--- src/rtl/csi_rx_byte_align.sv ---
// Purpose : per-lane HS byte aligner; finds the sync byte at any of 8 bit offsets, locks it, streams aligned bytes.
// Latency : first aligned byte (the one after the sync) is valid 2 cycles after the match cycle; all outputs registered.
// Backpr. : none; the lane cannot be stalled, downstream must take every aligned_valid byte.
//
// Ports:
//   byte_clock    - SDR byte clock, sole clock
//   reset         - synchronous, active-high
//   in_hs         - lane is in HS mode
//   packet_done   - 1-cycle pulse, current packet ended (packet handler counts bytes)
//   deser_byte    - raw ISERDES word, bit0 earliest on the wire
//   aligned_byte  - aligned data byte, holds when aligned_valid=0
//   aligned_valid - aligned_byte valid this cycle
//   locked        - offset locked
//   bit_offset    - locked offset, cleared only by reset
//   sync_timeout  - 1-cycle pulse, search expired without a sync
module csi_rx_byte_align #(
  parameter logic [7:0]  SYNC_BYTE      = 8'hB8,
  parameter int unsigned SETTLE_CYC     = 2,
  parameter int unsigned SEARCH_TIMEOUT = 64
) (
  input  logic       byte_clock,
  input  logic       reset,
  input  logic       in_hs,
  input  logic       packet_done,
  input  logic [7:0] deser_byte,
  output logic [7:0] aligned_byte,
  output logic       aligned_valid,
  output logic       locked,
  output logic [2:0] bit_offset,
  output logic       sync_timeout
);

  localparam logic [2:0] ST_IDLE    = 3'd0;
  localparam logic [2:0] ST_SETTLE  = 3'd1;
  localparam logic [2:0] ST_SEARCH  = 3'd2;
  localparam logic [2:0] ST_LOCKED  = 3'd3;
  localparam logic [2:0] ST_WAIT_LP = 3'd4;

  localparam logic [9:0] SETTLE_LAST = 10'(SETTLE_CYC - 1);
  localparam logic [9:0] SEARCH_LAST = 10'(SEARCH_TIMEOUT - 1);

  logic [2:0]  state;
  logic [2:0]  state_nxt;
  logic [9:0]  cnt;
  logic [9:0]  cnt_nxt;
  logic [7:0]  d1;
  logic [7:0]  d2;
  logic [15:0] window;
  logic [7:0]  match;
  logic        match_any;
  logic [2:0]  match_off;
  logic        lock_now;
  logic        timeout_nxt;
  logic        stream;

  // d2 is the older byte, so it occupies the low (earlier) half of the window.
  assign window = {d1, d2};

  always_comb begin
    match = '0;
    for (int o = 0; o < 8; o++) begin
      match[o] = (window[o +: 8] == SYNC_BYTE);
    end
  end

  assign match_any = |match;

  // Walk from the top down so the lowest matching offset is the one left standing.
  always_comb begin
    match_off = 3'd0;
    for (int o = 7; o >= 0; o--) begin
      if (match[o]) begin
        match_off = 3'(o);
      end
    end
  end

  always_comb begin
    state_nxt   = state;
    cnt_nxt     = cnt;
    lock_now    = 1'b0;
    timeout_nxt = 1'b0;
    case (state)
      ST_IDLE: begin
        if (in_hs) begin
          state_nxt = ST_SETTLE;
          cnt_nxt   = '0;
        end
      end
      ST_SETTLE: begin
        // Window still holds pre-HS data here; matches are deliberately ignored.
        if (cnt == SETTLE_LAST) begin
          state_nxt = ST_SEARCH;
          cnt_nxt   = '0;
        end else begin
          cnt_nxt = cnt + 10'd1;
        end
      end
      ST_SEARCH: begin
        if (match_any) begin
          state_nxt = ST_LOCKED;
          lock_now  = 1'b1;
        end else if (cnt == SEARCH_LAST) begin
          state_nxt   = ST_WAIT_LP;
          timeout_nxt = 1'b1;
        end else begin
          cnt_nxt = cnt + 10'd1;
        end
      end
      ST_LOCKED: begin
        if (packet_done) begin
          state_nxt = ST_WAIT_LP;
        end
      end
      ST_WAIT_LP: begin
        // Parked until the lane leaves HS; no re-search inside one burst.
      end
      default: begin
        state_nxt = ST_IDLE;
      end
    endcase

    // HS exit overrides match, timeout and packet_done.
    if ((state != ST_IDLE) && !in_hs) begin
      state_nxt   = ST_IDLE;
      cnt_nxt     = '0;
      lock_now    = 1'b0;
      timeout_nxt = 1'b0;
    end
  end

  // Only stream while staying locked, so packet_done and HS exit drop valid on the same edge.
  assign stream = (state == ST_LOCKED) && (state_nxt == ST_LOCKED);

  always_ff @(posedge byte_clock) begin
    if (reset) begin
      state         <= ST_IDLE;
      cnt           <= '0;
      d1            <= '0;
      d2            <= '0;
      aligned_byte  <= '0;
      aligned_valid <= 1'b0;
      locked        <= 1'b0;
      bit_offset    <= '0;
      sync_timeout  <= 1'b0;
    end else begin
      state         <= state_nxt;
      cnt           <= cnt_nxt;
      d1            <= deser_byte;
      d2            <= d1;
      sync_timeout  <= timeout_nxt;
      locked        <= (state_nxt == ST_LOCKED);
      aligned_valid <= stream;
      if (lock_now) begin
        bit_offset <= match_off;
      end
      if (stream) begin
        aligned_byte <= window[bit_offset +: 8];
      end
    end
  end

endmodule

--- config.mk ---
export PLATFORM = sky130hd
export DESIGN_NAME = csi_rx_byte_align
export DESIGN_NICKNAME = d
export VERILOG_FILES = /design/src/rtl/csi_rx_byte_align.sv
export SDC_FILE = /design/constraint.sdc
export NUM_CORES = 1
export LEC_CHECK = 0
export ABC_AREA = 1
export BUFFER_PORTS_ARGS = -buffer_cell sky130_fd_sc_hd__buf_2
export CAP_MARGIN = 20
export CORE_MARGIN = 4
export CORE_UTILIZATION = 24
export CTS_CLUSTER_DIAMETER = 120
export DETAILED_ROUTE_END_ITERATION = 10
export PLACE_DENSITY_LB_ADDON = 0.2
export SYNTH_ARGS = -nofsm -noshare
export SYNTH_HDL_FRONTEND = slang
export SYNTH_SLANG_ARGS = --single-unit
export TNS_END_PERCENT = 10
--- constraint.sdc ---
create_clock -name byte_clock -period 2.3 [get_ports byte_clock]
set_input_delay 0.115 -clock byte_clock [delete_from_list [all_inputs] [get_ports byte_clock]]
set_output_delay 0.115 -clock byte_clock [all_outputs]
set_load 0.02 [all_outputs]
==> results by group, run 1 <==
Pwr
  – Clock group share of total power: 0.334
  – Leakage: between 1 and 1.5 nW
  – Power Dens Cells: 497 nW/um^2
  – Int Power: 0.00103 W
  – Logic pwr share: 0.114
  – Register share of total power: 0.553
  – Switching power: 0.000396 W
  – Sw Ratio: 0.278
  – Peak supply drop: 0.000209 V

Routing
  – Drt pass-1 iters: 5
  – Via density: approximately 4.3
  – Initial DRC Count: 75
  – Wirelength per Cell: 10.6 um
  – Top sig layer: met4
  – DRC Markers: 0
  – Final ANT Viol Nets: 0
  – Met2 Routed Length: around 2500 um
  – Met1 WL: 2980 um
  – Final WL: slightly below 6000 um
  – Detailed route wirelength on metal3: 338 um
  – Routed vias: 2360

Logic synthesis
  – Post-synthesis average cell area: approximately 6.3 um^2
  – Post-synth ARST share: 0
  – Synth area leader: dfxtp_1
  – Most used DFF post-synth: dfxtp_1
  – Yosys Warn Count: 0
  – Yosys cell types: 28
  – Post-synth top area share: 0.346
  – Register bit count reported by yosys: 43
  – EDFF count, synth: 0
  – Top area cells in the synthesized netlist: dfxtp_1 (35%), nand2_1 (16%), nor2_1 (9.4%)
  – Most frequent cell after synthesis: nand2_1
  – Mapped Nets: 409
  – Synth top cells by count: nand2_1 (107), nor2_1 (62), inv_1 (44)
  – Sequential element share of the synthesized area: 0.346
  – Mapped Area: about 2500 um^2
  – Syn Inst Count: 395

Critical path
  – Worst setup SP type: flop
  – Reg2reg start: cnt[0]$_SDFFE_PP0P_
  – R2r endpoint: cnt[2]$_SDFFE_PP0P_
  – Worst-case reg-to-reg path depth: 9
  – Crit. End Element: flop
  – Required time of the critical path: 2.52 ns
  – FF-to-FF setup slack: 0.30 ns
  – Arrival @ worst endpoint: 2.21 ns
  – Worst Path Max Fanout: 11
  – CP Class: reg2reg

STA
  – Worst slew pin tran: 0.560 ns
  – Final setup margin: 0.304 ns
  – Post-route minimum period: roughly 2 ns
  – Final worst path period share: 0.868
  – Unrepaired setup endpoints after global routing: false
  – Final slew viol count: 0
  – Final setup violation count: 0
  – TNS Setup: 0 ns
  – Fin. Hold Viols: 0
  – Max Clock Freq: between 500 and 600 MHz
  – Skew final: 0.0118 ns
  – Rel. slew slack: 0.626

Finish
  – Area Growth Syn to Fin: 15.3%
  – Design Area, Final: about 2900 um^2
  – Fill count: around 1100
  – Total Nets Final: 436
  – Share of layout cells above drive strength 1: 0.130
  – Antenna diode count: 0

Global route
  – Total GRT Usage: 0.107
  – Vias in the first global route: about 2200
  – First-pass GRT wire length: 10200 um
  – Pin count of the biggest net entering global routing: 24
  – Gr ovfl total: 0
  – Initial antenna violation count: 0

Clocking
  – Root Driver: clkbuf_8
  – CTS Buf Count: 5
  – Clk slew on worst S/H paths: around 0.090 ns
  – CTS tree: done
  – Clock Sink Count: 43
  – Post-CTS repair timing setup buffer count: 0
  – CTS max path bufs: 2
  – Clock H-tree levels: 2
  – Clk Latency, worst-skew pair: about 0.30 ns

Min path
  – WHS Path Cells: 3
  – Hold Crit Class: in2reg
  – Hold Path Sink: d1[1]$_SDFF_PP0_
  – Origin of the worst min-delay path: deser_byte[1]

Placement
  – Routability cong.: 0.799
  – Post-place setup slack: 0.299 ns
  – DP Wirelength: between 4000 and 5000 um
  – IO buf count: 25
  – Area post-placement: 2740 um^2

Job
  – Max-cap viol count: 0

Floorplan
  – Die H: 110 um
  – I/O pin cnt: 26
  – Num rows: 36
  – Die ar.: 12000 um^2
  – Core box area: 9910 um^2
  – Starting Density: 0.251
  – Die Wd: 110 um

Outcome
  – Status: complete, no violations
## logic make-up after synthesis
group	count (synthesis)	synth area share
compound gates	68	0.145
xor+xnor	7	0.0247
fa+ha+maj	2	0.0101
buf+inv	63	0.103
flops	43	0.346
simple gates	212	0.371
## power by group through the flow
stage	Combinational [W]	Sequential [W]	Clock (W)
after CTS	0.000162	0.000787	0.000507
after global routing	0.000190	0.000791	0.000531
after global placement	0.000157	0.000804	0
after floorplan	0.000120	0.000799	0
after detailed placement	0.000157	0.000804	0
final	0.000162	0.000786	0.000475
## cells in the final DEF (no fill, tap or decap), types with 2 or more instances in the layout
cell type / n
nand3_2: 2
ha_1: 2
nor2_1: 62
buf_4: 5
xor2_1: 7
a21oi_1: 29
inv_1: 43
dlygate4sd3_1: 4
o21ai_0: 30
nand2_1: 107
inv_2: 4
clkinv_1: 2
clkbuf_8: 5
nand4_1: 5
nand3b_1: 5
nor2_2: 2
nor2_4: 2
o211ai_1: 7
nand3_1: 15
buf_2: 25
nand2_2: 6
nor3_1: 3
dfxtp_1: 43
## worst max-delay path by stage
stage          slack (ns)                           end  depth (start not counted)                start
2_1_floorplan        0.62  aligned_byte[0]$_SDFFE_PP0P_                         11  cnt[0]$_SDFFE_PP0P_
3_3_place_gp         0.40           cnt[8]$_SDFFE_PP0P_                          9  cnt[0]$_SDFFE_PP0P_
3_5_place_dp         0.30           cnt[9]$_SDFFE_PP0P_                          9  cnt[0]$_SDFFE_PP0P_
4_1_cts              0.27           cnt[9]$_SDFFE_PP0P_                          9  cnt[0]$_SDFFE_PP0P_
5_1_grt             0.009           cnt[3]$_SDFFE_PP0P_                          9  cnt[0]$_SDFFE_PP0P_
6_report             0.30           cnt[2]$_SDFFE_PP0P_                          9  cnt[0]$_SDFFE_PP0P_
## cell type report
cell class / instances / area [um^2] / share of cell area
multi-input combinational: 289 / 1370 / 0.478
sequential: 43 / 861 / 0.301
timing repair buffer: 34 / 203 / 0.0708
inverter: 49 / 184 / 0.0642
tap: 133 / 166 / 0.0581
clock buffer: 5 / 68.8 / 0.0240
clock inverter: 2 / 13.8 / 0.00481
## sequential cells by signal, summed over array words and instances, names as in the netlist
register,count
d2,8
sync_timeout,1
aligned_byte,8
bit_offset,3
d1,8
aligned_valid,1
cnt,10
state,3
locked,1
## timing repair
item,in CTS,in global routing
gates resized for setup,0,1
endpoints found under the hold margin,4,0
endpoints found under the setup margin,0,3
hold buffers,4,0
## per-layer routing
layer  global-route usage  vias to the layer above
met5                    0                        -
met4               0.0356                        0
met3               0.0241                        6
met2                0.165                       52
met1                0.146                     1010
li1                     -                     1292
## stage by stage
stage                     instances  utilization  hold WS [ns]  power, W
after global routing            555        0.289       0.00955   0.00151
after detailed placement        544        0.277         0.321  0.000961
after CTS                       555        0.289       0.00391   0.00146
final                           555        0.289        0.0133   0.00142
after floorplan                 395            -         0.184  0.000919
after global placement          544        0.277         0.314  0.000962
## worst max-delay path, stage by stage, from the launching register on
cell	delay, ns
dfxtp_1	0.46
ha_1	0.30
nand3_4	0.11
nor2_4	0.12
nand2_2	0.07
o21ai_0	0.29
inv_2	0.16
nand2_2	0.20
nand2_1	0.07
a21oi_1	0.13
Power figures use the tool's default switching activity.
==> run 2: changes to the inputs <==
- ABC_AREA: 1 -> unset
==> results by group, run 2 <==
Outcome
  – Status: complete, no violations (unchanged)

Critical path
  – Arrival @ worst endpoint: 2.23 ns (was 2.21 ns)
  – Required time of the critical path: 2.50 ns (was 2.52 ns)
  – Worst Path Max Fanout: 9 (was 11)
  – Worst setup SP type: flop (unchanged)
  – FF-to-FF setup slack: 0.27 ns (was 0.30 ns)
  – CP Class: reg2reg (unchanged)
  – Reg2reg start: d1[1]$_SDFF_PP0_ (was cnt[0]$_SDFFE_PP0P_)
  – R2r endpoint: cnt[2]$_SDFFE_PP0P_ (unchanged)
  – Crit path launch: d1[1]$_SDFF_PP0_ (was cnt[0]$_SDFFE_PP0P_)
  – Crit. End Element: flop (unchanged)
  – Worst-case reg-to-reg path depth: 5 (was 9)

Logic synthesis
  – Mapped Nets: 249 (was 409)
  – Post-synth ARST share: 0 (unchanged)
  – Synth top cells by count: dfxtp_1 (43), nor2_1 (26), nor2b_1 (19) (was nand2_1 (107), nor2_1 (62), inv_1 (44))
  – Post-synthesis average cell area: 9.59 um^2 (was 6.29 um^2)
  – Most frequent cell after synthesis: dfxtp_1 (was nand2_1)
  – EDFF count, synth: 0 (unchanged)
  – Syn Inst Count: 235 (was 395)
  – Yosys cell types: 46 (was 28)
  – Most used DFF post-synth: dfxtp_1 (unchanged)
  – Register bit count reported by yosys: 43 (unchanged)
  – Yosys Warn Count: 0 (unchanged)
  – Sequential element share of the synthesized area: 0.382 (was 0.346)
  – Top area cells in the synthesized netlist: dfxtp_1 (38%), mux4_2 (8.0%), mux2i_1 (5.8%) (was dfxtp_1 (35%), nand2_1 (16%), nor2_1 (9.4%))
  – Mapped Area: 2250 um^2 (was 2480 um^2)
  – Post-synth top area share: 0.382 (was 0.346)
  – Synth area leader: dfxtp_1 (unchanged)

Global route
  – Total GRT Usage: 0.104 (was 0.107)
  – Vias in the first global route: 1844 (was 2182)
  – Gr ovfl total: 0 (unchanged)
  – Initial antenna violation count: 0 (unchanged)
  – Pin count of the biggest net entering global routing: 30 (was 24)
  – First-pass GRT wire length: 9400 um (was 10200 um)

Finish
  – Total Nets Final: 274 (was 436)
  – Max reg flops: 10 (unchanged)
  – Most common cell after layout, fill and taps aside: dfxtp_1 (was nand2_1)
  – Finished Layout Cells: 372 (was 555)
  – Biggest register: cnt (unchanged)
  – Design Area, Final: 2620 um^2 (was 2860 um^2)
  – Most frequent cells in the layout: dfxtp_1 (43), nor2_1 (26), buf_2 (25) (was nand2_1 (107), nor2_1 (62), inv_1 (43), dfxtp_1 (43), o21ai_0 (30))
  – Area Growth Syn to Fin: 16.0% (was 15.3%)
  – Antenna diode count: 0 (unchanged)
  – Share of layout cells above drive strength 1: 0.199 (was 0.130)

Clocking
  – CTS Buf Count: 5 (unchanged)
  – CTS tree: done (unchanged)
  – Hold_buf cts: 0 (was 4)
  – Clk slew on worst S/H paths: 0.09 ns (about the same)
  – Clock Sink Count: 43 (unchanged)
  – Clock H-tree levels: 2 (unchanged)
  – Root Driver: clkbuf_8 (unchanged)
  – Post-CTS repair timing setup buffer count: 0 (unchanged)
  – Clk Latency, worst-skew pair: 0.30 ns (about the same)
  – PostCTS Resize Cnt: 0 (unchanged)
  – CTS max path bufs: 2 (unchanged)

Floorplan
  – Die ar.: 11000 um^2 (was 12000 um^2)
  – Starting Density: 0.245 (was 0.251)
  – I/O pin cnt: 26 (unchanged)
  – Die H: 105 um (was 110 um)
  – Num rows: 35 (was 36)
  – Core box area: 9200 um^2 (was 9910 um^2)
  – Die Wd: 105 um (was 110 um)

Routing
  – Drt pass-1 iters: 4 (was 5)
  – Final ANT Viol Nets: 0 (unchanged)
  – Final WL: 5540 um (was 5880 um)
  – Wirelength per Cell: 14.9 um (was 10.6 um)
  – Initial DRC Count: 108 (was 75)
  – Routed vias: 1878 (was 2360)
  – Via density: 5.05 (was 4.25)
  – DRC Markers: 0 (unchanged)

Placement
  – Area post-placement: 2500 um^2 (was 2740 um^2)
  – IO buf count: 25 (unchanged)
  – DP Cell Count: 364 (was 544)
  – DP Wirelength: 3910 um (was 4600 um)
  – Routability cong.: 0.752 (was 0.799)

STA
  – Post-route minimum period: 2.03 ns (was 2.00 ns)
  – TNS Setup: 0 ns (unchanged)
  – WHS: 0.0214 ns (was 0.0133 ns)
  – Rel. slew slack: 0.601 (was 0.626)
  – Worst slew pin tran: 0.594 ns (was 0.560 ns)
  – Skew final: 0.00732 ns (was 0.0118 ns)
  – Final slew viol count: 0 (unchanged)
  – Max Clock Freq: 492 MHz (was 501 MHz)
  – Final setup violation count: 0 (unchanged)
  – Final worst path period share: 0.883 (was 0.868)
  – Unrepaired setup endpoints after global routing: false (unchanged)
  – Fin. Hold Viols: 0 (unchanged)

Pwr
  – Peak supply drop: 0.000196 V (was 0.000209 V)
  – Power Dens Cells: 586 nW/um^2 (was 497 nW/um^2)
  – Leakage: 0.899 nW (was 1.23 nW)

Job
  – Max-cap viol count: 0 (unchanged)

Min path
  – Hold Crit Class: in2reg (unchanged)
  – Origin of the worst min-delay path: deser_byte[7] (was deser_byte[1])
  – WHS Path Cells: 2 (was 3)
  – Hold Path Sink: d1[7]$_SDFF_PP0_ (was d1[1]$_SDFF_PP0_)
run 2: power breakdown:
group | switching (W) | internal [W] | leakage (nW) | total, W
Combinational | 0.0000831 | 0.0000647 | 0.491 | 0.000148
Sequential | 0.0000236 | 0.000761 | 0.350 | 0.000785
Clock | 0.000276 | 0.000324 | 0.0581 | 0.000599
Total | 0.000382 | 0.00115 | 0.899 | 0.00153
run 2: cells by family (layout without fill, tap and decap cells):
group           after synthesis  in the layout  share of synthesized area
compound gates               55             55                      0.173
flops                        43             43                      0.382
simple gates                 99             99                      0.267
fa+ha+maj                     2              2                     0.0111
mux                          21             21                      0.138
buf+inv                      15             41                     0.0289
run 2: worst max-delay path by stage:
| stage | to | slack, ns | depth (start not counted) |
|---|---|---|---|
| floorplan | cnt[0]$_SDFFE_PP0P_ | 0.62 | 5 |
| global placement | cnt[7]$_SDFFE_PP0P_ | 0.32 | 5 |
| detailed placement | cnt[1]$_SDFFE_PP0P_ | 0.31 | 5 |
| CTS | cnt[1]$_SDFFE_PP0P_ | 0.28 | 5 |
| global route | cnt[6]$_SDFFE_PP0P_ | 0.12 | 5 |
| finish | cnt[2]$_SDFFE_PP0P_ | 0.27 | 5 |
run 2: layer usage:
layer / GRT usage / routed length, um
met3: 0.0191 / 227
met5: 0 / 0
met4: 0.0347 / 79
met1: 0.146 / 2720
met2: 0.159 / 2510
run 2: area by class of cell:
| type | count | area (um^2) |
|---|---|---|
| fillers | 1008 | 6580 |
| multi-input cells | 177 | 1330 |
| flip-flops and latches | 43 | 861 |
| repair buffers | 30 | 163 |
| well taps | 111 | 139 |
| clock buffers | 5 | 68.8 |
| clock inverters | 3 | 43.8 |
| inverters | 3 | 11.3 |
run 2: worst max-delay path, stage by stage, from the launching register on:
cell and delay [ns]:
dfxtp_1 0.48, nor4bb_1 0.43, o21ai_1 0.23, a41oi_1 0.40, nor3_4 0.14, a32o_1 0.24
run 2: stage by stage:
step                      power [W]  setup WS (ns)  utilization
after floorplan            0.000903          0.622            -
after global placement     0.000952          0.321        0.272
after detailed placement   0.000952          0.308        0.272
after CTS                   0.00156          0.283        0.284
after global routing        0.00161          0.122        0.284
final                       0.00153          0.268        0.284
==> run 3: changes to the inputs <==
- PLACE_DENSITY_LB_ADDON: 0.2 -> unset
- clock period: 2.3 -> 2.53 ns (I/O delays scaled with it)
==> results by group, run 3 (synthesized netlist as in run 2, its figures left out) <==
Outcome
  – Status: complete, no violations (unchanged)

Finish
  – Fill count: 968 (was 1008)
  – Total Nets Final: 273 (was 274)
  – Max reg flops: 10 (unchanged)
  – Post-layout util: 0.281 (was 0.284)
  – Most common cell after layout, fill and taps aside: dfxtp_1 (unchanged)
  – Biggest register: cnt (unchanged)
  – Area Growth Syn to Fin: 14.8% (was 16.0%)
  – Share of layout cells above drive strength 1: 0.196 (was 0.199)
  – Antenna diode count: 0 (unchanged)
  – Most frequent cells in the layout: dfxtp_1 (43), nor2_1 (26), buf_2 (25) (unchanged)

Pwr
  – Power Dens Cells: 501 nW/um^2 (was 586 nW/um^2)
  – Leakage: 0.880 nW (was 0.899 nW)
  – Total design power: 0.00130 W (was 0.00153 W)
  – Peak supply drop: 0.000192 V (was 0.000196 V)

Routing
  – Final WL: 4900 um (was 5540 um)
  – Routed vias: 1877 (was 1878)
  – Initial DRC Count: 150 (was 108)
  – Via density: 5.06 (was 5.05)
  – Drt pass-1 iters: 4 (unchanged)
  – DRC Markers: 0 (unchanged)
  – Final ANT Viol Nets: 0 (unchanged)
  – Wirelength per Cell: 13.2 um (was 14.9 um)

Critical path
  – Crit-path slowest cell: nor4_1 (was dfxtp_1)
  – CP Class: reg2reg (unchanged)
  – CP max stage delay: 0.53 ns (was 0.48 ns)
  – Crit. End Element: flop (unchanged)
  – Worst setup SP type: flop (unchanged)
  – CP Cell Sequence: nor4_1 -> nand4_1 -> nand2_1 -> o211ai_1 -> a32o_1 (was nor4bb_1 -> o21ai_1 -> a41oi_1 -> nor3_4 -> a32o_1)
  – Worst Path Max Fanout: 10 (was 9)
  – Arrival @ worst endpoint: 2.13 ns (was 2.23 ns)
  – Required time of the critical path: 2.73 ns (was 2.50 ns)

Clocking
  – PostCTS Resize Cnt: 0 (unchanged)
  – CTS max path bufs: 2 (unchanged)
  – Clock Sink Count: 43 (unchanged)
  – Clk Latency, worst-skew pair: 0.30 ns (about the same)
  – CTS tree: done (unchanged)
  – Root Driver: clkbuf_8 (unchanged)
  – CTS Buf Count: 5 (unchanged)
  – Clk slew on worst S/H paths: 0.09 ns (about the same)
  – Post-CTS repair timing setup buffer count: 0 (unchanged)
  – Hold_buf cts: 0 (unchanged)
  – Clock H-tree levels: 2 (unchanged)

STA
  – Worst slew pin tran: 0.621 ns (was 0.594 ns)
  – Unrepaired setup endpoints after global routing: false (unchanged)
  – Final setup violation count: 0 (unchanged)
  – Post-route minimum period: 1.93 ns (was 2.03 ns)
  – WHS: 0.0285 ns (was 0.0214 ns)
  – Final worst path period share: 0.764 (was 0.883)
  – Skew final: 0.00755 ns (was 0.00732 ns)
  – Fin. Hold Viols: 0 (unchanged)
  – Rel. slew slack: 0.585 (was 0.601)
  – Max Clock Freq: 517 MHz (was 492 MHz)
  – TNS Setup: 0 ns (unchanged)
  – Final slew viol count: 0 (unchanged)

Floorplan
  – Core box area: 9200 um^2 (unchanged)
  – Num rows: 35 (unchanged)
  – Starting Density: 0.245 (unchanged)
  – Die H: 105 um (unchanged)
  – I/O pin cnt: 26 (unchanged)
  – Die Wd: 105 um (unchanged)
  – Die ar.: 11000 um^2 (unchanged)

Global route
  – Gr ovfl total: 0 (unchanged)
  – Vias in the first global route: 1751 (was 1844)
  – First-pass GRT wire length: 8310 um (was 9400 um)
  – Initial antenna violation count: 0 (unchanged)
  – Total GRT Usage: 0.0897 (was 0.104)
  – Pin count of the biggest net entering global routing: 30 (unchanged)

Placement
  – Routability cong.: 0.801 (was 0.752)
  – IO buf count: 25 (unchanged)
  – DP Wirelength: 3550 um (was 3910 um)

Job
  – Max-cap viol count: 0 (unchanged)

Min path
  – Hold Crit Class: in2reg (unchanged)
[run 3: routing by layer]
metal  routed length [um]  vias up  global-route usage  share of wire
met1                 2420      869               0.122           0.49
met4                   97        0              0.0412          0.020
met5                    0        -                   0              0
met3                  292        8              0.0179          0.060
li1                     -      943                   -              -
met2                 2100       57               0.137           0.43
[run 3: final cells by class]
type / instances / area (um^2) / area share
flip-flops and latches: 43 / 861 / 0.333
clock buffers: 5 / 68.8 / 0.0266
well taps: 111 / 139 / 0.0536
multi-input cells: 177 / 1330 / 0.513
repair buffers: 29 / 155 / 0.0599
inverters: 3 / 11.3 / 0.00435
clock inverters: 3 / 25.0 / 0.00967
[run 3: worst max-delay path, delay by kind of cell, from the launching register on]
family,cells,cell delay (ns)
AO/OA/AOI/OAI,2,0.43
flip-flops,1,0.37
AND/OR/NAND/NOR,3,1.03
[run 3: path summary, 6_finish.rpt]
path         cells after the start  slack [ns]                 from             endpoint
min reg2reg                      1        0.45     d1[7]$_SDFF_PP0_     d2[7]$_SDFF_PP0_
min                              2        0.03        deser_byte[2]     d1[2]$_SDFF_PP0_
max                              5        0.60  cnt[2]$_SDFFE_PP0P_  cnt[7]$_SDFFE_PP0P_
max reg2reg                      5        0.60  cnt[2]$_SDFFE_PP0P_  cnt[7]$_SDFFE_PP0P_
[run 3: per-stage QoR]
stage | setup slack [ns] | cells | area (um^2)
after global placement | 0.623 | 363 | 2490
after global routing | 0.406 | 371 | 2590
after floorplan | 0.852 | 235 | 2250
final | 0.596 | 371 | 2590
after detailed placement | 0.620 | 363 | 2490
after CTS | 0.604 | 371 | 2590
[run 3: power breakdown]
group | internal, W | switching [W] | total (W)
registers | 0.000692 | 0.0000240 | 0.000716
clock network | 0.000197 | 0.000256 | 0.000453
logic | 0.0000569 | 0.0000717 | 0.000129
